==> config.mk <==
export PLATFORM = sky130hd
export DESIGN_NAME = v_dividers_seq_flat
export DESIGN_NICKNAME = d
export VERILOG_FILES = /design/src/rtl/v_dividers_seq_pkg.sv /design/src/rtl/v_dividers_seq_if.sv /design/src/rtl/v_dividers_seq_step.sv /design/src/rtl/v_dividers_seq.sv /design/src/flat_wrapper.sv
export SDC_FILE = /design/constraint.sdc
export NUM_CORES = 1
export LEC_CHECK = 0
export BUFFER_PORTS_ARGS = -buffer_cell sky130_fd_sc_hd__buf_2
export CORE_UTILIZATION = 40
export CTS_BUF_LIST = sky130_fd_sc_hd__clkbuf_8
export CTS_CLUSTER_DIAMETER = 40
export DETAILED_ROUTE_END_ITERATION = 6
export HOLD_SLACK_MARGIN = 0.06
export PLACE_DENSITY = 0.59
export SETUP_SLACK_MARGIN = 0.4
export SLEW_MARGIN = 15
export SYNTH_ARGS = -nofsm -noshare
export SYNTH_HDL_FRONTEND = slang
export SYNTH_SLANG_ARGS = --single-unit
==> constraint.sdc <==
create_clock -name clk -period 3.8 [get_ports clk]
set_input_delay 0.95 -clock clk [delete_from_list [all_inputs] [get_ports clk]]
set_output_delay 0.95 -clock clk [all_outputs]
set_load 0.02 [all_outputs]
==> src/rtl/v_dividers_seq_pkg.sv <==
// Shared definitions for the sequential restoring divider: FSM encoding and
// default operand widths matching the 18x18 multiplier it inverts.
package v_dividers_pkg;

   localparam int unsigned WN_DEFAULT = 36;
   localparam int unsigned WD_DEFAULT = 18;

   typedef enum logic [1:0] {
      IDLE = 2'd0,
      CALC = 2'd1,
      DONE = 2'd2
   } state_t;

endpackage

==> src/rtl/v_dividers_seq_if.sv <==
// Operand/result handshake bundle for v_dividers_seq; master is the
// producer/consumer side, slave is the divider.
interface v_dividers_seq_if
   import v_dividers_pkg::*;
#(
   parameter int unsigned WN = WN_DEFAULT,
   parameter int unsigned WD = WD_DEFAULT
);

   logic          in_valid;
   logic          in_ready;
   logic [WN-1:0] dividend;
   logic [WD-1:0] divisor;
   logic          out_valid;
   logic          out_ready;
   logic [WN-1:0] quotient;
   logic [WD-1:0] remainder;
   logic          div_by_zero;

   modport master (
      output in_valid, dividend, divisor, out_ready,
      input  in_ready, out_valid, quotient, remainder, div_by_zero
   );

   modport slave (
      input  in_valid, dividend, divisor, out_ready,
      output in_ready, out_valid, quotient, remainder, div_by_zero
   );

endinterface

==> src/rtl/v_dividers_seq_step.sv <==
// One combinational restoring-division step: shift the next dividend bit into
// the partial remainder and subtract the divisor when it fits.
module v_div_step #(
   parameter int unsigned WD = 18
) (
   input  logic [WD:0]   r,
   input  logic          shift_bit,
   input  logic [WD-1:0] d,
   output logic [WD:0]   r_next,
   output logic          q_bit
);

   logic [WD+1:0] shifted;

   // The partial remainder stays below d, so the compare-and-subtract is the
   // same as testing the sign of {r[WD-1:0], bit} - d.
   always_comb begin
      shifted = {r, shift_bit};
      q_bit   = (shifted >= {2'b00, d});
      r_next  = q_bit ? (WD+1)'(shifted - {2'b00, d}) : shifted[WD:0];
   end

endmodule

==> src/rtl/v_dividers_seq.sv <==
// Sequential unsigned radix-2 restoring divider, one quotient bit per clock,
// with valid/ready handshakes on operands and results.
module v_dividers_seq
   import v_dividers_pkg::*;
#(
   parameter int unsigned WN = WN_DEFAULT,
   parameter int unsigned WD = WD_DEFAULT
) (
   input logic             clk,
   input logic             rst_n,
   v_dividers_seq_if.slave bus
);

   localparam int unsigned CW = (WN > 1) ? $clog2(WN) : 1;

   state_t        state_q;
   state_t        state_d;
   logic [WN-1:0] q;
   logic [WD:0]   r;
   logic [WD:0]   r_next;
   logic [WD-1:0] d;
   logic [CW-1:0] count;
   logic          dbz;
   logic          q_bit;
   logic          accept;

   assign accept = bus.in_valid && (state_q == IDLE);

   always_ff @(posedge clk or negedge rst_n) begin
      if (!rst_n) state_q <= IDLE;
      else        state_q <= state_d;
   end

   always_comb begin
      state_d = state_q;
      case (state_q)
         IDLE:    if (bus.in_valid)    state_d = CALC;
         CALC:    if (count == '0)     state_d = DONE;
         DONE:    if (bus.out_ready)   state_d = IDLE;
         default:                      state_d = IDLE;
      endcase
   end

   v_div_step #(.WD(WD)) step (
      .r         (r),
      .shift_bit (q[WN-1]),
      .d         (d),
      .r_next    (r_next),
      .q_bit     (q_bit)
   );

   // With d == 0 every step "fits", so q fills with ones and r ends up holding
   // the low dividend bits: the divide-by-zero result needs no extra muxing.
   always_ff @(posedge clk or negedge rst_n) begin
      if (!rst_n) begin
         q     <= '0;
         r     <= '0;
         d     <= '0;
         count <= '0;
         dbz   <= 1'b0;
      end else if (accept) begin
         q     <= bus.dividend;
         d     <= bus.divisor;
         r     <= '0;
         count <= CW'(WN - 1);
         dbz   <= (bus.divisor == '0);
      end else if (state_q == CALC) begin
         q <= {q[WN-2:0], q_bit};
         r <= r_next;
         if (count != '0) count <= count - CW'(1);
      end
   end

   assign bus.in_ready    = (state_q == IDLE);
   assign bus.out_valid   = (state_q == DONE);
   assign bus.quotient    = q;
   assign bus.remainder   = r[WD-1:0];
   assign bus.div_by_zero = dbz;

endmodule

==> src/flat_wrapper.sv <==
// flat-port wrapper written by rule: the top's interface ports become plain ports
module v_dividers_seq_flat import v_dividers_pkg::*;
#(
   parameter int unsigned WN = WN_DEFAULT,
   parameter int unsigned WD = WD_DEFAULT
)
  (clk, rst_n, bus_in_valid, bus_dividend, bus_divisor, bus_out_ready, bus_in_ready, bus_out_valid, bus_quotient, bus_remainder, bus_div_by_zero);
  v_dividers_seq_if #(.WN(WN), .WD(WD)) bus_i ();
  input logic clk;
  input logic rst_n;
  input wire logic [$bits(bus_i.in_valid)-1:0] bus_in_valid;
  input wire logic [$bits(bus_i.dividend)-1:0] bus_dividend;
  input wire logic [$bits(bus_i.divisor)-1:0] bus_divisor;
  input wire logic [$bits(bus_i.out_ready)-1:0] bus_out_ready;
  output wire logic [$bits(bus_i.in_ready)-1:0] bus_in_ready;
  output wire logic [$bits(bus_i.out_valid)-1:0] bus_out_valid;
  output wire logic [$bits(bus_i.quotient)-1:0] bus_quotient;
  output wire logic [$bits(bus_i.remainder)-1:0] bus_remainder;
  output wire logic [$bits(bus_i.div_by_zero)-1:0] bus_div_by_zero;
  assign bus_i.in_valid = bus_in_valid;
  assign bus_i.dividend = bus_dividend;
  assign bus_i.divisor = bus_divisor;
  assign bus_i.out_ready = bus_out_ready;
  assign bus_in_ready = bus_i.in_ready;
  assign bus_out_valid = bus_i.out_valid;
  assign bus_quotient = bus_i.quotient;
  assign bus_remainder = bus_i.remainder;
  assign bus_div_by_zero = bus_i.div_by_zero;
  v_dividers_seq #(.WN(WN), .WD(WD)) u_core (.clk(clk), .rst_n(rst_n), .bus(bus_i));
endmodule
* Word-level counts from Yosys, hierarchy flattened *
Index checks and enable logic that the tools add are counted.
W data, S select, Z words.

word-level totals
  register bits after elaboration = 82
  output and inout bits = 57
  word-level logic and storage cells = 35

operators by class
  add/subtract/negate cells = 2
  magnitude comparators = 1
  equality and inequality tests = 5
  multiplexer cells = 12
  reductions and logical operators = 9

operators with widths
  cell                   number
  $mux W36               2
  $mux W19               3
  $ge A20 B18 Y1         1
  $sub A19 B18 Y19       1
  $logic_not A18 Y1      1
  $mux W6                3
  $logic_not A6 Y1       1
  $mux W2                3
  $pmux W2 S3            1
  $reduce_bool A6 Y1     1
  $sub A6 B1 Y6 const B  1
  $ne A2 B2 Y1 const B   2
  $reduce_bool A2 Y1     2
  $reduce_and A3 Y1      1
  $eq A2 B1 Y1 const B   1
  $eq A2 B2 Y1 const B   1
  $logic_not A2 Y1       1
  $ne A2 B1 Y1 const B   1
  $reduce_and A2 Y1      1
  $logic_and A1 B1 Y1    1

* Depth between registers and ports, before layout *
  depth in word-level cells = 4
  mapped depth = 11
  depth with buffers taken out = 10

* Cells and area by module *
From an unflattened synthesis, not the netlist that was laid out.

second synthesis, totals
  cell total of the unflattened synthesis = 585
  area total of the unflattened synthesis = 5007.3 um^2

by module, submodules not included
  module          instances  cells each  area an instance (um^2)  seq. area each (um^2)
  v_dividers_seq  1          390         3575.9                   2052.0
  v_div_step      1          195         1431.4                   0.0

* Least setup slack after synthesis *
Ideal clock, no wire load.

  path type = register -> register
  start point = reg u_core.q[35] (netlist: u_core.bus.quotient[35])
  end point = reg u_core.r[16]
  setup time = 0.076 ns
  arrival time = 2.402 ns
  data required time = 3.724 ns
  slack = 1.322 ns
  cell stages (with the launch flop) = 11
  buffers on the path = 0
  clock period less this slack = 2.478 ns
  cell sequence = dfrtp_1 inv_1 ha_1 inv_1 fa_1 a21o_1 a221oi_4 o21ai_1 and3_1 or3_1 o21ai_1

between the ends
  cells in the longest elaborated chain, start to end = 4

RTL lines
  element                                                    line                                                  text
  start, declared                                            v_dividers_seq.sv:18                                  logic [WN-1:0] q;
  start signal, assigned                                     v_dividers_seq.sv:62                                  q <= bus.dividend;
  start signal, assigned                                     v_dividers_seq.sv:68                                  q <= {q[WN-2:0], q_bit};
  $sub A19 B18 Y19 / $ge A20 B18 Y1 (equally long branches)  v_dividers_seq_step.sv:20, v_dividers_seq_step.sv:19
  $mux W19 *                                                 v_dividers_seq_step.sv:20                             r_next = q_bit ? (WD+1)'(shifted - {2'b00, d}) : shifted[WD:0];
  $mux W19 *                                                 v_dividers_seq.sv:67                                  end else if (state_q == CALC) begin
  $mux W19 *                                                 v_dividers_seq.sv:61                                  end else if (accept) begin
  end signal, assigned                                       v_dividers_seq.sv:69                                  r <= r_next;
  end, declared                                              v_dividers_seq.sv:19                                  logic [WD:0] r;

Mark *: on every way between the ends. The rest lies on a longest branch, timed or not. The select of a mux whose other input is x is not followed.
A chain may end at the register's enable or synchronous reset.

* Worst setup path after layout *
  start point = reg u_core.q[35] (netlist: u_core.bus.quotient[35])
  end point = reg u_core.r[15]

The elaborated chain is that of the path after synthesis.

==> run_results.csv <==
group,metric,value,unit
run_status,status,"completed",
layout,fin_nets,700,
clocking,ctsHoldBuffers,0,
worst_setup_path,path_delay_family,"compound AO/OA/AOI/OAI gates",
grt,grt_max_degree,83,
worst_setup_path,critPathMaxFanout,10,
sta,holdWs,490,ps
synthesis,avgSynthCellArea,8.95,um2
worst_setup_path,critPathBufInv,3,
clocking,clk_latency,360,ps
sta,hold_violations,0,
layout,multi_input_area,2410,um2
worst_setup_path,reg2reg_setup_slack,950,ps
floorplan,die_h,113,um
grt,met1_usage,0.274,
synthesis,ys_ff_latch,82,
synthesis,yosysSeqAreaShare,0.419,
synthesis,synth_area,4900,um2
worst_setup_path,r2r-end,"u_core.r[15]$_DFFE_PN0P_",
sta,fin_crit,2850,ps
clocking,cts_buffer_depth,2,
layout,drive_gt1_frac,0.241,
sta,worst_pin_slew,1050,ps
worst_setup_path,end_kind,"register",
synthesis,ys_types,62,
worst_setup_path,rr_startpoint,"u_core.bus.quotient[35]$_DFFE_PN0P_",
clocking,clk_pin_slew_worst_paths,90,ps
grt,grt_pass1_vias,4242,
floorplan,rows,40,
sta,fin_skew,7.02,ps
floorplan,initial_core_util,0.409,
drt,drtIter0Drc,272,
floorplan,die_area,12700,um2
synthesis,synthFlopType,"dfrtp_1",
placed_design,place_congestion,0.885,
drt,postRouteAntennaNets,0,
worst_setup_path,startpoint_type,"register",
synthesis,synth_fp_nets,626,
drt,vias_per_cell,5.61,
drt,vias,4346,
placed_design,portBuffers,114,
placed_design,dp_hpwl,9030,um
drt,drt_first_pass_iters,5,
floorplan,core_area,12000,um2
sta,final-setup-viol-count,0,
floorplan,die-width,113,um
grt,met3_usage,0.0524,
worst_setup_path,criticalPathCategory,"reg -> reg",
worst_setup_path,cp_slowest_stage_delay,400,ps
drt,routedWlPerCell,16.3,um
drt,wl,12600,um
synthesis,netlist_top_cells_area,"dfrtp_1 (42%), nand2_1 (8.6%), a22oi_1 (5.4%)",
sta,slew_viol_final,0,
worst_setup_path,path_depth,11,
drt,drc_errors,0,
clocking,cts_setup_buffers,0,
synthesis,synthArstFlopShare,1.00,
synthesis,synth_top_area_share,0.419,
grt,use_met2,0.334,
clocking,cts_tree,"yes",
grt,grt_usage,0.211,
worst_setup_path,crit_arrival,3140,ps
sta,setup_tns,0,ps
grt,grt-ovfl-total,0,
layout,layout_common_cells,"buf_2 (113), nand2_1 (112), dfrtp_1 (82), a22oi_1 (35)",
synthesis,netlist_instances,547,
layout,area_delta_synth_final,13.7,%
layout,register_area,2050,um2
grt,busiest_layer,"met2",
layout,final_common_cell,"buf_2",
clocking,cts_sinks,82,
synthesis,synth_edf_count,0,
sta,final.period_utilization,0.751,
synthesis,synth_largest_area_cell,"dfrtp_1",
floorplan,ioPinCount,115,
clocking,h-tree-depth,3,
worst_setup_path,worstPathRequired,4090,ps
grt,grt_pass1_wl,21100,um
worst_setup_path,crit_path_frequent_cell,"inv_1",
layout,nFillCells,1177,
worst_setup_path,critPathLaunch,"u_core.bus.quotient[35]$_DFFE_PN0P_",
sta,relSlewSlack,0.297,
clocking,post_cts_resized,0,
clocking,numCtsBuffers,9,
synthesis,ys_warn_count,0,
sta,rsz0062_at_grt,"false",
worst_setup_path,path_cells,"inv_1 -> ha_1 -> inv_1 -> fa_1 -> a21o_1 -> a221oi_4 -> o211ai_1 -> a21oi_2 -> buf_4 -> a32oi_1 -> o21ai_1",
worst_setup_path,slowest_stage,"dfrtp_1",
clocking,clock-root-buffer,"clkbuf_8",
flow_run,drv_cap,0,
worst_setup_path,worst-r2r-cell-count,11,
sta,max_freq,350,MHz
grt,grt_antenna_before_repair,0,
worst_setup_path,crit_path_end,"u_core.r[15]$_DFFE_PN0P_",
min_path,min_path_type,"reg -> reg",
## logic make-up (layout without fill, tap and decap cells)
logic type / after synthesis / in the layout / synth area share
AND/OR/NAND/NOR: 196 / 196 / 0.186
AO/OA/AOI/OAI: 145 / 145 / 0.206
flip-flops: 82 / 82 / 0.419
buffers and inverters: 81 / 160 / 0.0915
adder cells (fa/ha/maj): 21 / 21 / 0.0552
XOR/XNOR: 13 / 13 / 0.0233
multiplexers: 9 / 9 / 0.0189
other: 0 / 1 / 0
## routing by layer
layer,share of wire,wire length (um),vias up
li1,-,-,2082
met1,0.44,5580,2066
met2,0.46,5810,168
met3,0.065,821,30
met4,0.031,386,0
met5,0,0,-
## synthesized netlist by cell type (3+ instances only)
cell / number
nor2_1: 19
or3_1: 3
ha_1: 20
or3_2: 3
buf_4: 22
o21ai_0: 27
a211oi_1: 5
o211ai_1: 4
and3_1: 7
a221o_1: 3
a32oi_1: 10
dfrtp_1: 82
clkbuf_1: 23
nor3_1: 6
nand2_1: 112
o311ai_0: 3
inv_1: 26
nor4_1: 8
xnor2_1: 11
a21o_1: 10
a22oi_1: 35
clkbuf_8: 4
a21oi_1: 16
mux2i_1: 7
o21ai_1: 11
or4_1: 3
nand3_1: 15
a31oi_1: 3
nor3b_1: 3
nand4_1: 4
## area by class of cell
class                   instances  area share
inverters                      26      0.0175
diodes                          1    0.000449
flip-flops and latches         82       0.368
clock buffers                   9      0.0222
clock inverters                 7      0.0166
multi-input cells             384       0.433
repair buffers                118       0.108
well taps                     147      0.0330
## registers in the layout, summed over array words and instances (netlist names)
register and count:
u_core.state_q 2, u_core.count 6, u_core.bus.div_by_zero 1, u_core.r 19, u_core.d 18, u_core.bus.quotient 36
## worst reg2reg max path, delay by kind of cell (launching register included)
kind                     cells  cell delay [ps]
AO/OA/AOI/OAI                6             1440
buffers and inverters        3              390
adder cells (fa/ha/maj)      2              550
flip-flops                   1              400
## per-stage QoR
step	setup slack, ps	cells	utilization	instance area [um2]
finish	946	774	0.466	5570
floorplan	1320	547	-	4900
CTS	967	773	0.465	5570
global route	751	773	0.465	5570
global placement	1030	757	0.447	5350
detailed placement	980	757	0.447	5350
## worst min path at each step
| stage | from | to | slack, ps | cells past startpoint |
|---|---|---|---|---|
| after detailed placement | u_core.bus.div_by_zero$_DFFE_PN0P_ | u_core.bus.div_by_zero$_DFFE_PN0P_ | 470 | 2 |
| after global routing | u_core.d[0]$_DFFE_PN0P_ | u_core.d[0]$_DFFE_PN0P_ | 520 | 2 |
| after floorplan | u_core.d[0]$_DFFE_PN0P_ | u_core.d[0]$_DFFE_PN0P_ | 450 | 2 |
| after CTS | u_core.d[0]$_DFFE_PN0P_ | u_core.d[0]$_DFFE_PN0P_ | 500 | 2 |
| final | u_core.d[0]$_DFFE_PN0P_ | u_core.d[0]$_DFFE_PN0P_ | 490 | 2 |
| after global placement | u_core.bus.div_by_zero$_DFFE_PN0P_ | u_core.bus.div_by_zero$_DFFE_PN0P_ | 470 | 2 |
Power is not shown: default switching activity piles up to over one toggle a cycle in this logic, so the estimate is an artifact.
